### config.mk
export PLATFORM = sky130hd
export DESIGN_NAME = dma_reg_bank
export DESIGN_NICKNAME = d
export VERILOG_FILES = /design/src/rtl/dma_reg_bank.sv
export SDC_FILE = /design/constraint.sdc
export NUM_CORES = 1
export LEC_CHECK = 0
export ABC_AREA = 1
export BUFFER_PORTS_ARGS = -buffer_cell sky130_fd_sc_hd__buf_4
export CORE_MARGIN = 4
export CORE_UTILIZATION = 50
export CTS_CLUSTER_DIAMETER = 80
export DETAILED_ROUTE_END_ITERATION = 8
export HOLD_SLACK_MARGIN = 0.02
export PLACE_DENSITY_LB_ADDON = 0.15
export SETUP_SLACK_MARGIN = 0.3
export SLEW_MARGIN = 20
export SYNTH_ARGS = -nofsm -noshare
export SYNTH_HDL_FRONTEND = slang
export SYNTH_SLANG_ARGS = --single-unit
### constraint.sdc
create_clock -name clk -period 1.9 [get_ports clk]
set_input_delay 0.19 -clock clk [delete_from_list [all_inputs] [get_ports clk]]
set_output_delay 0.19 -clock clk [all_outputs]
set_load 0.05 [all_outputs]
### src/rtl/dma_reg_bank.sv
// DMA register bank and single-outstanding transfer sequencer on the register bus.
// Optional PERF_CYCLES counter at word 6 is built when DMA_REG_PERF_EN is defined.
module dma_reg_bank #(
    parameter int ALIGN_BITS = 2
) (
    input  logic        clk,
    input  logic        rst,
    input  logic [9:0]  reg_addr,
    input  logic [31:0] reg_wdata,
    input  logic        reg_write,
    output logic [31:0] reg_rdata,
    output logic        xfer_valid,
    input  logic        xfer_ready,
    output logic [31:0] xfer_src,
    output logic [31:0] xfer_dst,
    output logic [31:0] xfer_len,
    input  logic        xfer_done,
    output logic        dma_en,
    output logic        intr
);

    localparam logic [31:0] AMASK =
        (ALIGN_BITS == 0) ? 32'hFFFF_FFFF : ~((32'd1 << ALIGN_BITS) - 32'd1);

    typedef enum logic [1:0] {IDLE, REQ, BUSY} state_t;

    state_t      state, state_nxt;
    logic [31:0] src_base, dest_base, tail_ptr, head_ptr, dma_size;
    logic [31:0] lat_src, lat_dst, lat_len;
    logic        en_r, intr_r;
    logic        start, finish;
    logic        wr_src, wr_dst, wr_head, wr_size, wr_ctrl;

    assign wr_src  = reg_write && (reg_addr == 10'd0);
    assign wr_dst  = reg_write && (reg_addr == 10'd1);
    assign wr_head = reg_write && (reg_addr == 10'd3);
    assign wr_size = reg_write && (reg_addr == 10'd4);
    assign wr_ctrl = reg_write && (reg_addr == 10'd5);

    always_comb begin
        state_nxt = state;
        start     = 1'b0;
        finish    = 1'b0;
        unique case (state)
            IDLE: begin
                if (en_r && (head_ptr != tail_ptr) && (dma_size != 32'd0)) begin
                    state_nxt = REQ;
                    start     = 1'b1;
                end
            end
            REQ: begin
                if (xfer_ready) state_nxt = BUSY;
            end
            BUSY: begin
                if (xfer_done) begin
                    state_nxt = IDLE;
                    finish    = 1'b1;
                end
            end
            default: state_nxt = IDLE;
        endcase
    end

    always_ff @(posedge clk) begin
        if (rst) begin
            state     <= IDLE;
            src_base  <= '0;
            dest_base <= '0;
            tail_ptr  <= '0;
            head_ptr  <= '0;
            dma_size  <= '0;
            lat_src   <= '0;
            lat_dst   <= '0;
            lat_len   <= '0;
            en_r      <= 1'b0;
            intr_r    <= 1'b0;
        end else begin
            state <= state_nxt;
            if (wr_src)  src_base  <= reg_wdata & AMASK;
            if (wr_dst)  dest_base <= reg_wdata & AMASK;
            if (wr_head) head_ptr  <= reg_wdata & AMASK;
            if (wr_size) dma_size  <= reg_wdata & AMASK;
            if (wr_ctrl) en_r      <= reg_wdata[0];
            if (start) begin
                lat_src <= src_base + tail_ptr;
                lat_dst <= dest_base + tail_ptr;
                lat_len <= dma_size;
            end
            if (finish) tail_ptr <= tail_ptr + lat_len;
            // completion sets INTR even when software clears it on the same edge
            if (finish) intr_r <= 1'b1;
            else if (wr_ctrl && reg_wdata[31]) intr_r <= 1'b0;
        end
    end

`ifdef DMA_REG_PERF_EN
    logic [31:0] perf_cycles;

    always_ff @(posedge clk) begin
        if (rst) begin
            perf_cycles <= '0;
        end else if (reg_write && (reg_addr == 10'd6)) begin
            perf_cycles <= '0;
        end else if ((state != IDLE) && (perf_cycles != 32'hFFFF_FFFF)) begin
            perf_cycles <= perf_cycles + 32'd1;
        end
    end
`endif

    always_comb begin
        reg_rdata = 32'd0;
        case (reg_addr)
            10'd0: reg_rdata = src_base;
            10'd1: reg_rdata = dest_base;
            10'd2: reg_rdata = tail_ptr;
            10'd3: reg_rdata = head_ptr;
            10'd4: reg_rdata = dma_size;
            10'd5: reg_rdata = {intr_r, 30'd0, en_r};
`ifdef DMA_REG_PERF_EN
            10'd6: reg_rdata = perf_cycles;
`endif
            default: reg_rdata = 32'd0;
        endcase
    end

    assign xfer_valid = (state == REQ);
    assign xfer_src   = lat_src;
    assign xfer_dst   = lat_dst;
    assign xfer_len   = lat_len;
    assign dma_en     = en_r;
    assign intr       = intr_r;

endmodule

# Word-level counts from Yosys, hierarchy flattened
# Cells that the tools add are included.
# W data, S select, Z words.
[op_classes]
mux = 11
reduce_logical = 13
add_sub_neg = 3
eq_ne = 11
[ops]
columns = ["operator", "n"]
rows = [
  ["$pmux W32 S6", 1],
  ["$add A32 B32 Y32", 3],
  ["$ne A32 B32 Y1", 1],
  ["$reduce_bool A32 Y1", 1],
  ["$eq A10 B2 Y1 const B", 2],
  ["$eq A10 B3 Y1 const B", 2],
  ["$eq A10 B1 Y1 const B", 1],
  ["$logic_not A10 Y1", 1],
  ["$logic_and A1 B1 Y1", 8],
  ["$mux W1", 6],
  ["$mux W2", 3],
  ["$pmux W2 S3", 1],
  ["$ne A2 B2 Y1 const B", 2],
  ["$reduce_and A3 Y1", 1],
  ["$eq A2 B1 Y1 const B", 1],
  ["$eq A2 B2 Y1 const B", 1],
  ["$logic_not A2 Y1", 1],
  ["$ne A2 B1 Y1 const B", 1],
  ["$reduce_bool A2 Y1", 1],
]
[word_totals]
register_bits = 250
input_bits = 47
elab_cells = 49

# Longest topological paths before layout
[logic_depth]
word_depth = 5
mapped_depth = 15
mapped_depth_nobuf = 15

# Worst setup path before layout
# No wires, ideal clock.
[synth_path]
path_kind = "register to register"
from = "register lat_len[2], in the netlist xfer_len[2]"
to = "register tail_ptr[18]"
synth_period_minus_slack_ps = 2268
slack_ps = -368
t_required_ps = 1785
setup_ps = 115
stages_incl_launch_ff = 14
path_buffers = 0
t_arrival_ps = 2153
cell_sequence = "dfxtp_1 -> ha_1 -> inv_1 -> fa_1 -> inv_1 -> nand3_1 -> nand3_1 -> nand2_1 -> nand2_1 -> a21oi_1 -> nand2_1 -> nand2_1 -> o21ai_0 -> inv_1"
[synth_between]
elab_chain_cells = 1
[synth_rtl]
columns = ["element", "line", "text"]
rows = [
  ["from (decl)", "29", "logic [31:0] lat_src, lat_dst, lat_len;"],
  ["from (signal assigned)", "87", "lat_len <= dma_size;"],
  ["$add A32 B32 Y32", "89", "if (finish) tail_ptr <= tail_ptr + lat_len;"],
  ["to (signal assigned)", "89", ""],
  ["to (decl)", "28", "logic [31:0] src_base, dest_base, tail_ptr, head_ptr, dma_size;"],
]
# No other way between the ends.
# A chain may end at the register's enable or synchronous reset.

# Worst setup path after layout
[layout_path]
from = "register head_ptr[30]"
to = "register lat_src[13], in the netlist xfer_src[13]"
[layout_between]
elab_chain_cells = 5
[layout_rtl]
columns = ["element", "line", "text"]
rows = [
  ["from (decl)", "28", ""],
  ["from (signal assigned)", "81", "if (wr_head) head_ptr <= reg_wdata & AMASK;"],
  ["$ne A32 B32 Y1", "46", "if (en_r && (head_ptr != tail_ptr) && (dma_size != 32'd0)) begin"],
  ["$logic_and A1 B1 Y1 (2 in series)", "46", ""],
  ["$mux W1", "46", ""],
  ["$mux W1", "44", "unique case (state)"],
  ["to (signal assigned)", "85", "lat_src <= src_base + tail_ptr;"],
  ["to (decl)", "29", ""],
]
# No other way between the ends.

==> flow_metrics.env <==
export IMPL_combPwrFrac=0.041
export IMPL_synth_area_mm2=0.0171
export IMPL_rsz0062_at_grt="true"
export IMPL_final_max_slew_violation_count=0
export IMPL_normalized_max_slew_margin=0.557
export IMPL_violations="setup timing"
export IMPL_tightest_slew_ns=0.664
export IMPL_all_layer_gr_usage=0.367
export IMPL_simple_gate_area_share_of_the_yosys_netlist=0.357
export IMPL_combinational_family_with_the_most_area_after_synthesis="simple AND/OR/NAND/NOR gates"
export IMPL_antenna_found_initial=0
export IMPL_post_route_period_util=1.11
export IMPL_crit_fanout=7
export IMPL_insertedDiodeCount=0
export IMPL_grt_pass1_wl_um=108000
export IMPL_route_detailed_vias_per_inst=5.45
export IMPL_cts_htree_levels=1
export IMPL_nets=3592
export IMPL_share_of_the_synthesized_netlist_area_taken_by_xor_and_xnor_gates=0.0210
export IMPL_synth_adder_area_share=0.0671
export IMPL_reg2reg_from="head_ptr[30]"
export IMPL_cts_inserted_buffers=28
export IMPL_dpl_worst_slack_ns=-0.190
export IMPL_power_share_clock=0.502
export IMPL_layout_setup_ws_ns=-0.200
export IMPL_clock_insertion_delay_worst_skew_ns=0.58
export IMPL_critical_path_arrival_ns=2.60
export IMPL_peak_supply_drop_v=0.000581
export IMPL_core_region_area_mm2=0.0337
export IMPL_wl_per_instance_um=18.9
export IMPL_floorplan_die_height_um=193
export IMPL_period_minus_slack_ns=2.10
export IMPL_tritoncts_num_sinks=244
export IMPL_rows=67
export IMPL_postSynthCellCount=2913
export IMPL_ys_warn_count=0
export IMPL_grt_overflow=0
export IMPL_route_vias_total=21383
export IMPL_syn_avg_cell_area_um2=5.88
export IMPL_timing_critical_path_from_type="flop"
export IMPL_worst_endpoint_required_ns=2.40
export IMPL_internal_power_mw=8.43
export IMPL_p_sw_frac=0.236
export IMPL_power_leakage_nw=13.3
export IMPL_gp_congestion=1.03
export IMPL_worstHoldStart="rst"
export IMPL_crit_path_end_kind="flop"
export IMPL_hold_wc_path_type="input port to flop"
export IMPL_clock_root_buffer="clkbuf_16"
export IMPL_synth_top_area_share=0.285
export IMPL_drt_first_iter_violations=2104
export IMPL_power_switching_mw=2.60
export IMPL_synth_lib_cells_used_distinct=39
export IMPL_final_cell_mix="nand2_1 (773), buf_4 (456), inv_1 (453)"
export IMPL_num_io_pins=178
export IMPL_place_detailed_hpwl_um=50300
export IMPL_final_hold_violation_count=0
export IMPL_final_setup_skew_ns=0.0197
export IMPL_remaining_drc_errors=0
export IMPL_dr_pass1_iters=7
export IMPL_synth_seq_area_share=0.285
export IMPL_floorplan_initialDensity=0.508
export IMPL_max_cap_violations=0
export IMPL_port_buffer_count=169
export IMPL_status="finished with violations"
export IMPL_synth_seq_cells=244
export IMPL_synth_compound_area_frac=0.132
export IMPL_post_route_cells_drive_above_1_share=0.363
export IMPL_areaGrowthSynthToFinish_pct=57.2
export IMPL_chipWidth_um=193
export IMPL_yosys_top_cells_area="dfxtp_1 (29%), nand2_1 (21%), inv_1 (11%), nor2_1 (7.6%), ha_1 (6.4%)"
export IMPL_clock_tree_buffer_depth=3
export IMPL_post_synth_mux_area_share=0
export IMPL_setup_worst_path_start="head_ptr[30]"
export IMPL_grt_start_max_net_pins=63
export IMPL_clock_tree_from_tritoncts="done"
export IMPL_final_setup_viol_count=105
export IMPL_path_clk_slew_ns=0.06
export IMPL_hold_worst_slack_ns=0.0206
export IMPL_fmax_mhz=476
export IMPL_postRouteWirelength_um=74100
export IMPL_powerDensity_mw_per_mm2=410
export IMPL_synth_top_area_cell="dfxtp_1"
export IMPL_seq_power_share=0.457
export IMPL_final_common_cell="nand2_1"
export IMPL_ant_nets=0
export IMPL_die_area_mm2=0.0373
export IMPL_crit_type="flop to flop"
export IMPL_first_global_vias=19904
## cells by family (layout without fill, tap and decap cells)
group	after synthesis	in the layout
XOR/XNOR	41	41
buffers and inverters	596	1150
AND/OR/NAND/NOR	1522	1525
other	1	7
flip-flops	244	244
AO/OA/AOI/OAI	419	419
adder cells (fa/ha/maj)	90	90
## synthesized netlist by cell type
cell type / count
o21ai_2: 1
o31ai_1: 1
a22oi_1: 29
o21ai_1: 3
nand2_2: 2
nor2_1: 345
nand3_1: 97
inv_2: 4
o22ai_1: 1
buf_4: 16
nand3b_1: 5
clkbuf_1: 48
buf_6: 4
nor3_2: 2
a21o_1: 2
xnor2_1: 27
o21ai_0: 158
buf_2: 22
clkinv_1: 1
o221ai_1: 1
nor2_8: 1
fa_1: 3
inv_1: 494
conb_1: 1
a21oi_1: 199
buf_1: 7
nand2_1: 967
o2111ai_1: 14
or2_2: 1
o21bai_1: 8
nand4_1: 22
ha_1: 87
nor2_4: 1
and2_1: 14
xor2_1: 14
o211ai_1: 2
dfxtp_1: 244
nor3_1: 31
nor2_2: 34
## layout make-up
cell class | instances | area [um2]
Sequential cell | 244 | 5090
Tap cell | 448 | 561
Clock inverter | 10 | 92.6
Clock buffer | 41 | 842
Timing Repair Buffer | 600 | 5520
Inverter | 499 | 1880
Multi-Input combinational cell | 2082 | 12900
Fill cell | 2334 | 6780
## worst max-delay path, stage by stage (launching register included)
cell and delay, ns:
dfxtp_1 0.34, xnor2_2 0.28, nand3_1 0.21, nor2_1 0.17, nand2_2 0.12, nor2_4 0.19, buf_6 0.14, nor2_8 0.09
buf_12 0.15, buf_12 0.12, nand2_4 0.05, nand2_2 0.04, nor2_1 0.12
## stage by stage
stage,cell area [um2],std cells,total power [mW],utilization,setup TNS [ns]
6_report,26900,3924,11.0,0.799,-6.85
5_1_grt,26900,3924,11.3,0.799,-15.28
4_1_cts,25400,3891,11.0,0.753,-0.648
3_5_place_dp,22100,3761,5.54,0.657,-6.44
3_3_place_gp,22100,3761,5.54,0.657,-3.07
2_1_floorplan,18100,2919,5.38,-,0
## layer usage
layer	track usage	share of wire	vias to the layer above
met2	0.614	0.46	1148
met3	0.0457	0.088	289
met1	0.469	0.39	9829
li1	-	-	10117
met4	0.181	0.062	0
met5	0	0	-
## power by group through the flow
| stage | Clock [mW] | Combinational [mW] | Sequential (mW) |
|---|---|---|---|
| 3_3_place_gp | 0 | 0.344 | 5.19 |
| 6_report | 5.54 | 0.451 | 5.05 |
| 2_1_floorplan | 0 | 0.186 | 5.19 |
| 4_1_cts | 5.55 | 0.417 | 5.05 |
| 3_5_place_dp | 0 | 0.349 | 5.19 |
| 5_1_grt | 5.77 | 0.472 | 5.05 |
## state kept, by name, indices dropped and copies added, names as in the netlist
register	count
dest_base	30
dma_size	30
head_ptr	30
src_base	30
tail_ptr	30
xfer_dst	30
xfer_len	30
xfer_src	30
state	2
dma_en	1
intr	1
## worst paths after layout
kind / slack (ns) / cells past startpoint / end
setup / recovery: -0.20 / 12 / xfer_src[13]
hold reg to reg: 0.49 / 2 / xfer_dst[7]
hold / removal: 0.02 / 2 / state[0]
setup reg to reg: -0.20 / 12 / xfer_src[13]
## what timing repair did
item	4_1_cts	5_1_grt
setup buffers	32	30
pin swaps	89	127
resized for setup	343	335
endpoints found under the hold margin	120	0
hold buffers	34	0
setup endpoints to repair	151	167
gates cloned	13	3
Power figures use the tool's default switching activity.
